<file path="config.mk">
export PLATFORM = sky130hd
export DESIGN_NAME = alu_result_queue_flat
export DESIGN_NICKNAME = d
export VERILOG_FILES = /design/src/rtl/alu_pkg.sv /design/src/rtl/alu_result_queue_if.sv /design/src/rtl/alu_result_queue_ram.sv /design/src/rtl/alu_result_queue.sv /design/src/flat_wrapper.sv
export SDC_FILE = /design/constraint.sdc
export NUM_CORES = 1
export LEC_CHECK = 0
export CAP_MARGIN = 20
export CELL_PAD_IN_SITES_DETAIL_PLACEMENT = 0
export CELL_PAD_IN_SITES_GLOBAL_PLACEMENT = 1
export CORE_MARGIN = 1.5
export CORE_UTILIZATION = 30
export CTS_BUF_LIST = sky130_fd_sc_hd__clkbuf_4 sky130_fd_sc_hd__clkbuf_8 sky130_fd_sc_hd__clkbuf_16
export CTS_CLUSTER_SIZE = 20
export DETAILED_ROUTE_END_ITERATION = 7
export DONT_BUFFER_PORTS = 1
export PLACE_DENSITY_LB_ADDON = 0.1
export SLEW_MARGIN = 25
export SYNTH_ARGS = -nofsm -noshare
export SYNTH_HDL_FRONTEND = slang
export SYNTH_SLANG_ARGS = --single-unit
</file>
<file path="constraint.sdc">
create_clock -name clk -period 3.6 [get_ports clk]
set_input_delay 0.9 -clock clk [delete_from_list [all_inputs] [get_ports clk]]
set_output_delay 0.9 -clock clk [all_outputs]
set_load 0.02 [all_outputs]
</file>
<file path="src/rtl/alu_pkg.sv">
// Shared ALU types: flag layout, sel encodings, and the queued result entry.
package alu_pkg;

   typedef struct packed {
      logic cout;
      logic negative;
      logic zero;
      logic overflow;
   } alu_flags_t;

   localparam int FLAG_COUT = 3;
   localparam int FLAG_NEG  = 2;
   localparam int FLAG_ZERO = 1;
   localparam int FLAG_OVF  = 0;

   typedef enum logic [3:0] {
      SEL_AND  = 4'b0000,
      SEL_OR   = 4'b0001,
      SEL_NOT  = 4'b0010,
      SEL_NOR  = 4'b0011,
      SEL_XOR  = 4'b0100,
      SEL_NAND = 4'b0101
   } alu_sel_e;

   typedef struct packed {
      logic [31:0] y;
      logic [3:0]  sel;
      alu_flags_t  flags;
   } alu_entry_t;

   localparam int ENTRY_W = $bits(alu_entry_t);

endpackage

</file>
<file path="src/rtl/alu_result_queue_if.sv">
// Producer/consumer bundle for alu_result_queue; slave is the queue side.
interface alu_result_queue_if #(parameter int DEPTH = 4);
   logic                     in_valid;
   logic                     in_ready;
   logic [31:0]              in_y;
   logic [3:0]               in_sel;
   logic [3:0]               in_flags;
   logic                     out_valid;
   logic                     out_ready;
   logic [31:0]              out_y;
   logic [3:0]               out_sel;
   logic [3:0]               out_flags;
   logic [$clog2(DEPTH):0]   count;
   logic                     flag_clr;
   logic [3:0]               sticky_flags;

   modport slave (
      input  in_valid, in_y, in_sel, in_flags, out_ready, flag_clr,
      output in_ready, out_valid, out_y, out_sel, out_flags, count, sticky_flags
   );

   modport master (
      output in_valid, in_y, in_sel, in_flags, out_ready, flag_clr,
      input  in_ready, out_valid, out_y, out_sel, out_flags, count, sticky_flags
   );
endinterface

</file>
<file path="src/rtl/alu_result_queue_ram.sv">
// Entry storage: synchronous write, combinational read; contents are never reset.
module alu_result_ram #(
   parameter int DEPTH = 4,
   parameter int WIDTH = 40
) (
   input  logic                     clk,
   input  logic                     i_we,
   input  logic [$clog2(DEPTH)-1:0] i_waddr,
   input  logic [WIDTH-1:0]         i_wdata,
   input  logic [$clog2(DEPTH)-1:0] i_raddr,
   output logic [WIDTH-1:0]         o_rdata
);

   logic [WIDTH-1:0] r_mem [DEPTH];

   always_ff @(posedge clk) begin
      if (i_we) r_mem[i_waddr] <= i_wdata;
   end

   assign o_rdata = r_mem[i_raddr];

endmodule

</file>
<file path="src/rtl/alu_result_queue.sv">
// Registered FIFO of ALU results with valid/ready on both sides.
// Sticky flag summary is built only when ALU_RESULT_QUEUE_STICKY_EN is defined.
module alu_result_queue
   import alu_pkg::*;
#(
   parameter int DEPTH = 4
) (
   input logic               clk,
   input logic               rst,
   alu_result_queue_if.slave bus
);

   localparam int PW = $clog2(DEPTH);
   localparam int CW = PW + 1;

   logic [PW-1:0] r_wr_ptr;
   logic [PW-1:0] r_rd_ptr;
   logic [CW-1:0] r_count;
   logic          w_full;
   logic          w_empty;
   logic          w_push;
   logic          w_pop;
   alu_entry_t    w_wr_entry;
   alu_entry_t    w_rd_entry;

   // in_ready depends on registered count only, so a full queue refuses even during a pop
   assign w_full   = (r_count == CW'(DEPTH));
   assign w_empty  = (r_count == '0);
   assign w_push   = bus.in_valid && !w_full;
   assign w_pop    = bus.out_ready && !w_empty;

   assign bus.in_ready  = !w_full;
   assign bus.out_valid = !w_empty;
   assign bus.count     = r_count;

   assign w_wr_entry = {bus.in_y, bus.in_sel, bus.in_flags};

   alu_result_ram #(
      .DEPTH (DEPTH),
      .WIDTH (ENTRY_W)
   ) u_ram (
      .clk     (clk),
      .i_we    (w_push),
      .i_waddr (r_wr_ptr),
      .i_wdata (w_wr_entry),
      .i_raddr (r_rd_ptr),
      .o_rdata (w_rd_entry)
   );

   assign bus.out_y     = w_empty ? '0 : w_rd_entry.y;
   assign bus.out_sel   = w_empty ? '0 : w_rd_entry.sel;
   assign bus.out_flags = w_empty ? '0 : w_rd_entry.flags;

   always_ff @(posedge clk) begin
      if (rst) begin
         r_wr_ptr <= '0;
         r_rd_ptr <= '0;
         r_count  <= '0;
      end else begin
         if (w_push) r_wr_ptr <= r_wr_ptr + 1'b1;
         if (w_pop)  r_rd_ptr <= r_rd_ptr + 1'b1;
         case ({w_push, w_pop})
            2'b10:   r_count <= r_count + 1'b1;
            2'b01:   r_count <= r_count - 1'b1;
            default: r_count <= r_count;
         endcase
      end
   end

`ifdef ALU_RESULT_QUEUE_STICKY_EN
   logic [3:0] r_sticky;

   // clear and push in one cycle leave just the pushed flags
   always_ff @(posedge clk) begin
      if (rst) r_sticky <= '0;
      else     r_sticky <= (bus.flag_clr ? 4'b0 : r_sticky) | (w_push ? bus.in_flags : 4'b0);
   end

   assign bus.sticky_flags = r_sticky;
`else
   logic w_unused_clr;
   assign w_unused_clr     = bus.flag_clr;
   assign bus.sticky_flags = 4'b0;
`endif

endmodule

</file>
<file path="src/flat_wrapper.sv">
// flat-port wrapper written by rule: the top's interface ports become plain ports
module alu_result_queue_flat import alu_pkg::*;
#(
   parameter int DEPTH = 4
)
  (clk, rst, bus_in_valid, bus_in_y, bus_in_sel, bus_in_flags, bus_out_ready, bus_flag_clr, bus_in_ready, bus_out_valid, bus_out_y, bus_out_sel, bus_out_flags, bus_count, bus_sticky_flags);
  alu_result_queue_if #(.DEPTH(DEPTH)) bus_i ();
  input logic clk;
  input logic rst;
  input wire logic [$bits(bus_i.in_valid)-1:0] bus_in_valid;
  input wire logic [$bits(bus_i.in_y)-1:0] bus_in_y;
  input wire logic [$bits(bus_i.in_sel)-1:0] bus_in_sel;
  input wire logic [$bits(bus_i.in_flags)-1:0] bus_in_flags;
  input wire logic [$bits(bus_i.out_ready)-1:0] bus_out_ready;
  input wire logic [$bits(bus_i.flag_clr)-1:0] bus_flag_clr;
  output wire logic [$bits(bus_i.in_ready)-1:0] bus_in_ready;
  output wire logic [$bits(bus_i.out_valid)-1:0] bus_out_valid;
  output wire logic [$bits(bus_i.out_y)-1:0] bus_out_y;
  output wire logic [$bits(bus_i.out_sel)-1:0] bus_out_sel;
  output wire logic [$bits(bus_i.out_flags)-1:0] bus_out_flags;
  output wire logic [$bits(bus_i.count)-1:0] bus_count;
  output wire logic [$bits(bus_i.sticky_flags)-1:0] bus_sticky_flags;
  assign bus_i.in_valid = bus_in_valid;
  assign bus_i.in_y = bus_in_y;
  assign bus_i.in_sel = bus_in_sel;
  assign bus_i.in_flags = bus_in_flags;
  assign bus_i.out_ready = bus_out_ready;
  assign bus_i.flag_clr = bus_flag_clr;
  assign bus_in_ready = bus_i.in_ready;
  assign bus_out_valid = bus_i.out_valid;
  assign bus_out_y = bus_i.out_y;
  assign bus_out_sel = bus_i.out_sel;
  assign bus_out_flags = bus_i.out_flags;
  assign bus_count = bus_i.count;
  assign bus_sticky_flags = bus_i.sticky_flags;
  alu_result_queue #(.DEPTH(DEPTH)) u_core (.clk(clk), .rst(rst), .bus(bus_i));
endmodule
</file>
==> key figures <==
Layout
  – Layout cell share with drive strength beyond 1: 27.57%
  – Finished Core Util: between 30% and 40%
  – Most frequent cells in the layout: edfxtp_1, mux4_2, nor2b_1
  – Fill count: around 2000
  – Nets: 379
  – Synth-to-Final Area Change: 14.59%
  – Most common cell after layout, fill and taps aside: edfxtp_1
  – N_diodes: 0

Min path
  – Hold Crit Class: register to register

Global route
  – First-pass GRT wire length: 19420 um
  – Routing usage on met3: 5.599%
  – GR peak layer: met2
  – Met1 global-route usage: approximately 14%
  – Met2 Usage GRT: 20.82%
  – Gr usage total: roughly an eighth
  – Largest net degree at the start of global routing: 44
  – Vias in the first global route: 3068
  – GRT Residual Overflow: 0
  – Initial antenna violation count: 0

Clocking
  – CTS tree: done
  – Hold_buf cts: 0
  – Root buffer cell: clkbuf_16
  – Clock sinks: roughly 170
  – Setup Buffers After CTS: 0
  – Clock Tree Buf Depth: 2
  – CTS buffer count: 17
  – Post-CTS Resized: 0
  – Htree depth: 4
  – Clk_lat worst skew: 0.42 ns
  – Clk slew on worst S/H paths: around 0.070 ns

Yosys
  – Sequential fraction of the synthesis area: 75.27%
  – Adder-cell area share of the yosys netlist: 1.247%
  – Synth Area in Compound Gates: less than 1%
  – Mapped Area: 6623 um2
  – Yosys warns: 0
  – Post-synthesis mux area share: approximately 14%
  – Largest family of logic cells by synthesized area: multiplexers
  – Synth Area in XOR/XNOR: less than 1%
  – Synth Area per Inst: 21.16 um2
  – Post-Synth Simple-Gate Area: 5.573%
  – Yosys reg bits: 169
  – Synth Instances: 313
  – Netlist cell types: 28

Power
  – P_int: 4.018 mW
  – Reg power frac: 43.6%
  – Overall power: 5.831 mW
  – Comb power frac: 25.6%
  – PwrDens: slightly below 800 nW/um2
  – Clock share of power: 30.8%
  – Worst IR Drop VDD: ~0.00041 V
  – Sw Ratio: 31.09%
  – Switch Pwr: 1.813 mW
  – Leakage: about 2.4 nW

Floorplan
  – Die X: 151.6 um
  – Die span in y: 151.6 um
  – Row cnt: 54
  – Die ar.: 22980 um2
  – Starting density of the core: 30.44%
  – Core footprint: 21760 um2
  – I/O pin count: 94

Critical path
  – Reg2reg start: u_core.bus.count[0]
  – CP Capture Point: bus_out_y[18]
  – CP Class: register to primary output
  – Critical Path Stages: 3
  – Slowest cell on crit path: dfxtp_4
  – CP max stage delay: 0.70 ns
  – Reg2Reg Depth: 4
  – Endpoint of the most critical register-to-register path: u_core.u_ram.r_mem[2][37]
  – Crit start category: register
  – CP max FO: 24
  – CP required: around 2.7 ns
  – Critical path buffers and inverters: 1
  – Critical path capture point type: primary output
  – Flop2flop setup slack: 1.27 ns
  – CP Cell Sequence: buf_12 -> mux4_2 -> nor2b_1
  – Cell family with most CP delay: flip-flops
  – Arr. time, crit path: around 2.1 ns

Timing
  – Worst-Margin Slew: 0.6353 ns
  – Final Slew Violations: 0
  – Tmin final: 3.031 ns
  – Final Hold Viols: 0
  – Clock Skew: 0.01012 ns
  – Fin Setup TNS: 0 ns
  – Fin crit share: around 84%
  – Endpoints failing setup: 0
  – Max Freq: 0.3299 GHz
  – Slew HR: ~58%
  – Unrepaired setup endpoints after global routing: false

Drt
  – Avg Vias per Cell: roughly 4.6
  – Final wirelength: between 10000 and 15000 um
  – Iter 0 DRT Violations: 120
  – TritonRoute pass-1 iters: 4
  – Drc violations: 0
  – Post-route antenna net violation count: 0
  – Wire length per cell: between 20 and 25 um
  – Via count: 2826

Place
  – Post-DP HPWL: about 7700 um
  – GP Congestion: 0.6669
  – Buffers on Ports: 0

Run
  – Max Cap Viol: 0

Status
  – Status: completed
==> sequential cells by signal, indices dropped and copies added (netlist names), named ones only <==
| name | count |
|---|---|
| u_core.r_wr_ptr | 2 |
| u_core.u_ram.r_mem | 160 |
| u_core.r_rd_ptr | 2 |
| u_core.bus.count | 3 |
==> per-layer routing <==
layer,vias up,part of all wire [%]
met5,-,0
met4,0,1.0
met3,10,7.6
met2,70,52
met1,1488,40
li1,1258,-
==> synth_stat cells <==
| cell | number | area (um2) |
|---|---|---|
| nor2b_1 | 38 | 237.7 |
| inv_1 | 7 | 26.28 |
| ha_1 | 5 | 62.56 |
| mux2_1 | 1 | 11.26 |
| nor2b_4 | 2 | 27.53 |
| a21boi_2 | 1 | 11.26 |
| mux2i_1 | 1 | 10.01 |
| buf_12 | 4 | 80.08 |
| mux4_2 | 40 | 900.9 |
| buf_4 | 4 | 30.03 |
| inv_2 | 1 | 3.750 |
| nand2b_1 | 2 | 12.51 |
| nand2_1 | 2 | 7.510 |
| edfxtp_1 | 160 | 4805 |
| xor2_1 | 3 | 26.28 |
| buf_2 | 4 | 20.02 |
| clkbuf_1 | 5 | 18.77 |
| o31ai_1 | 1 | 7.510 |
| and2_1 | 4 | 25.02 |
| dfxtp_1 | 9 | 180.2 |
| buf_6 | 1 | 11.26 |
| nor2_1 | 8 | 30.03 |
| o21ai_0 | 2 | 10.01 |
| a21oi_1 | 3 | 15.01 |
| or3_1 | 2 | 12.51 |
| nor3_4 | 1 | 16.27 |
| conb_1 | 1 | 3.750 |
| fa_1 | 1 | 20.02 |
==> tightest hold or removal path, cell delays in order (launching register included) <==
cell and delay [ns]:
dfxtp_1 0.30, o21ai_0 0.06, a21oi_1 0.07
==> through the flow <==
step / worst slack [ns] / hold WS, ns / cells / cell area (um2)
finish: 0.5686 / 0.4732 / 621 / 7589
CTS: 0.4542 / 0.4775 / 621 / 7589
global route: 0.3892 / 0.5103 / 621 / 7589
floorplan: 1.030 / 0.4591 / 316 / 6634
detailed placement: 0.9155 / 0.4677 / 589 / 7004
global placement: 0.9038 / 0.4722 / 589 / 7004
==> how the worst min path moves through the flow <==
stage | cells past startpoint | slack [ns] | startpoint | endpoint
4_1_cts | 2 | 0.48 | u_core.r_rd_ptr[1] | register
6_report | 2 | 0.47 | u_core.r_rd_ptr[1] | register
5_1_grt | 1 | 0.51 | rst | u_core.bus.count[0]
3_3_place_gp | 2 | 0.47 | u_core.r_rd_ptr[1] | register
3_5_place_dp | 2 | 0.47 | u_core.r_rd_ptr[1] | register
2_1_floorplan | 2 | 0.46 | u_core.r_rd_ptr[1] | register
==> power groups by stage <==
stage	logic [mW]	clock network, mW	registers (mW)
after floorplan	1.34	0	2.48
final	1.49	1.80	2.54
after global placement	1.55	0	2.59
after detailed placement	1.55	0	2.60
after CTS	1.55	1.85	2.56
after global routing	1.62	1.93	2.58
==> cell type report <==
cell class	count	area (um2)	area share, %
Sequential cell	169	4990	65.75
Inverter	8	30.03	0.3957
Clock inverter	13	143.9	1.896
Multi-Input combinational cell	121	1464	19.29
Clock buffer	19	440.4	5.804
Timing Repair Buffer	11	170.2	2.242
Tap cell	280	350.3	4.617
==> logic make-up after synthesis <==
kind of cell	count (synthesis)
flip-flops	169
AND/OR/NAND/NOR	59
multiplexers	42
buffers and inverters	26
AO/OA/AOI/OAI	7
adder cells (fa/ha/maj)	6
XOR/XNOR	3
other	1
Note: power is estimated with default switching activity, not from simulation.
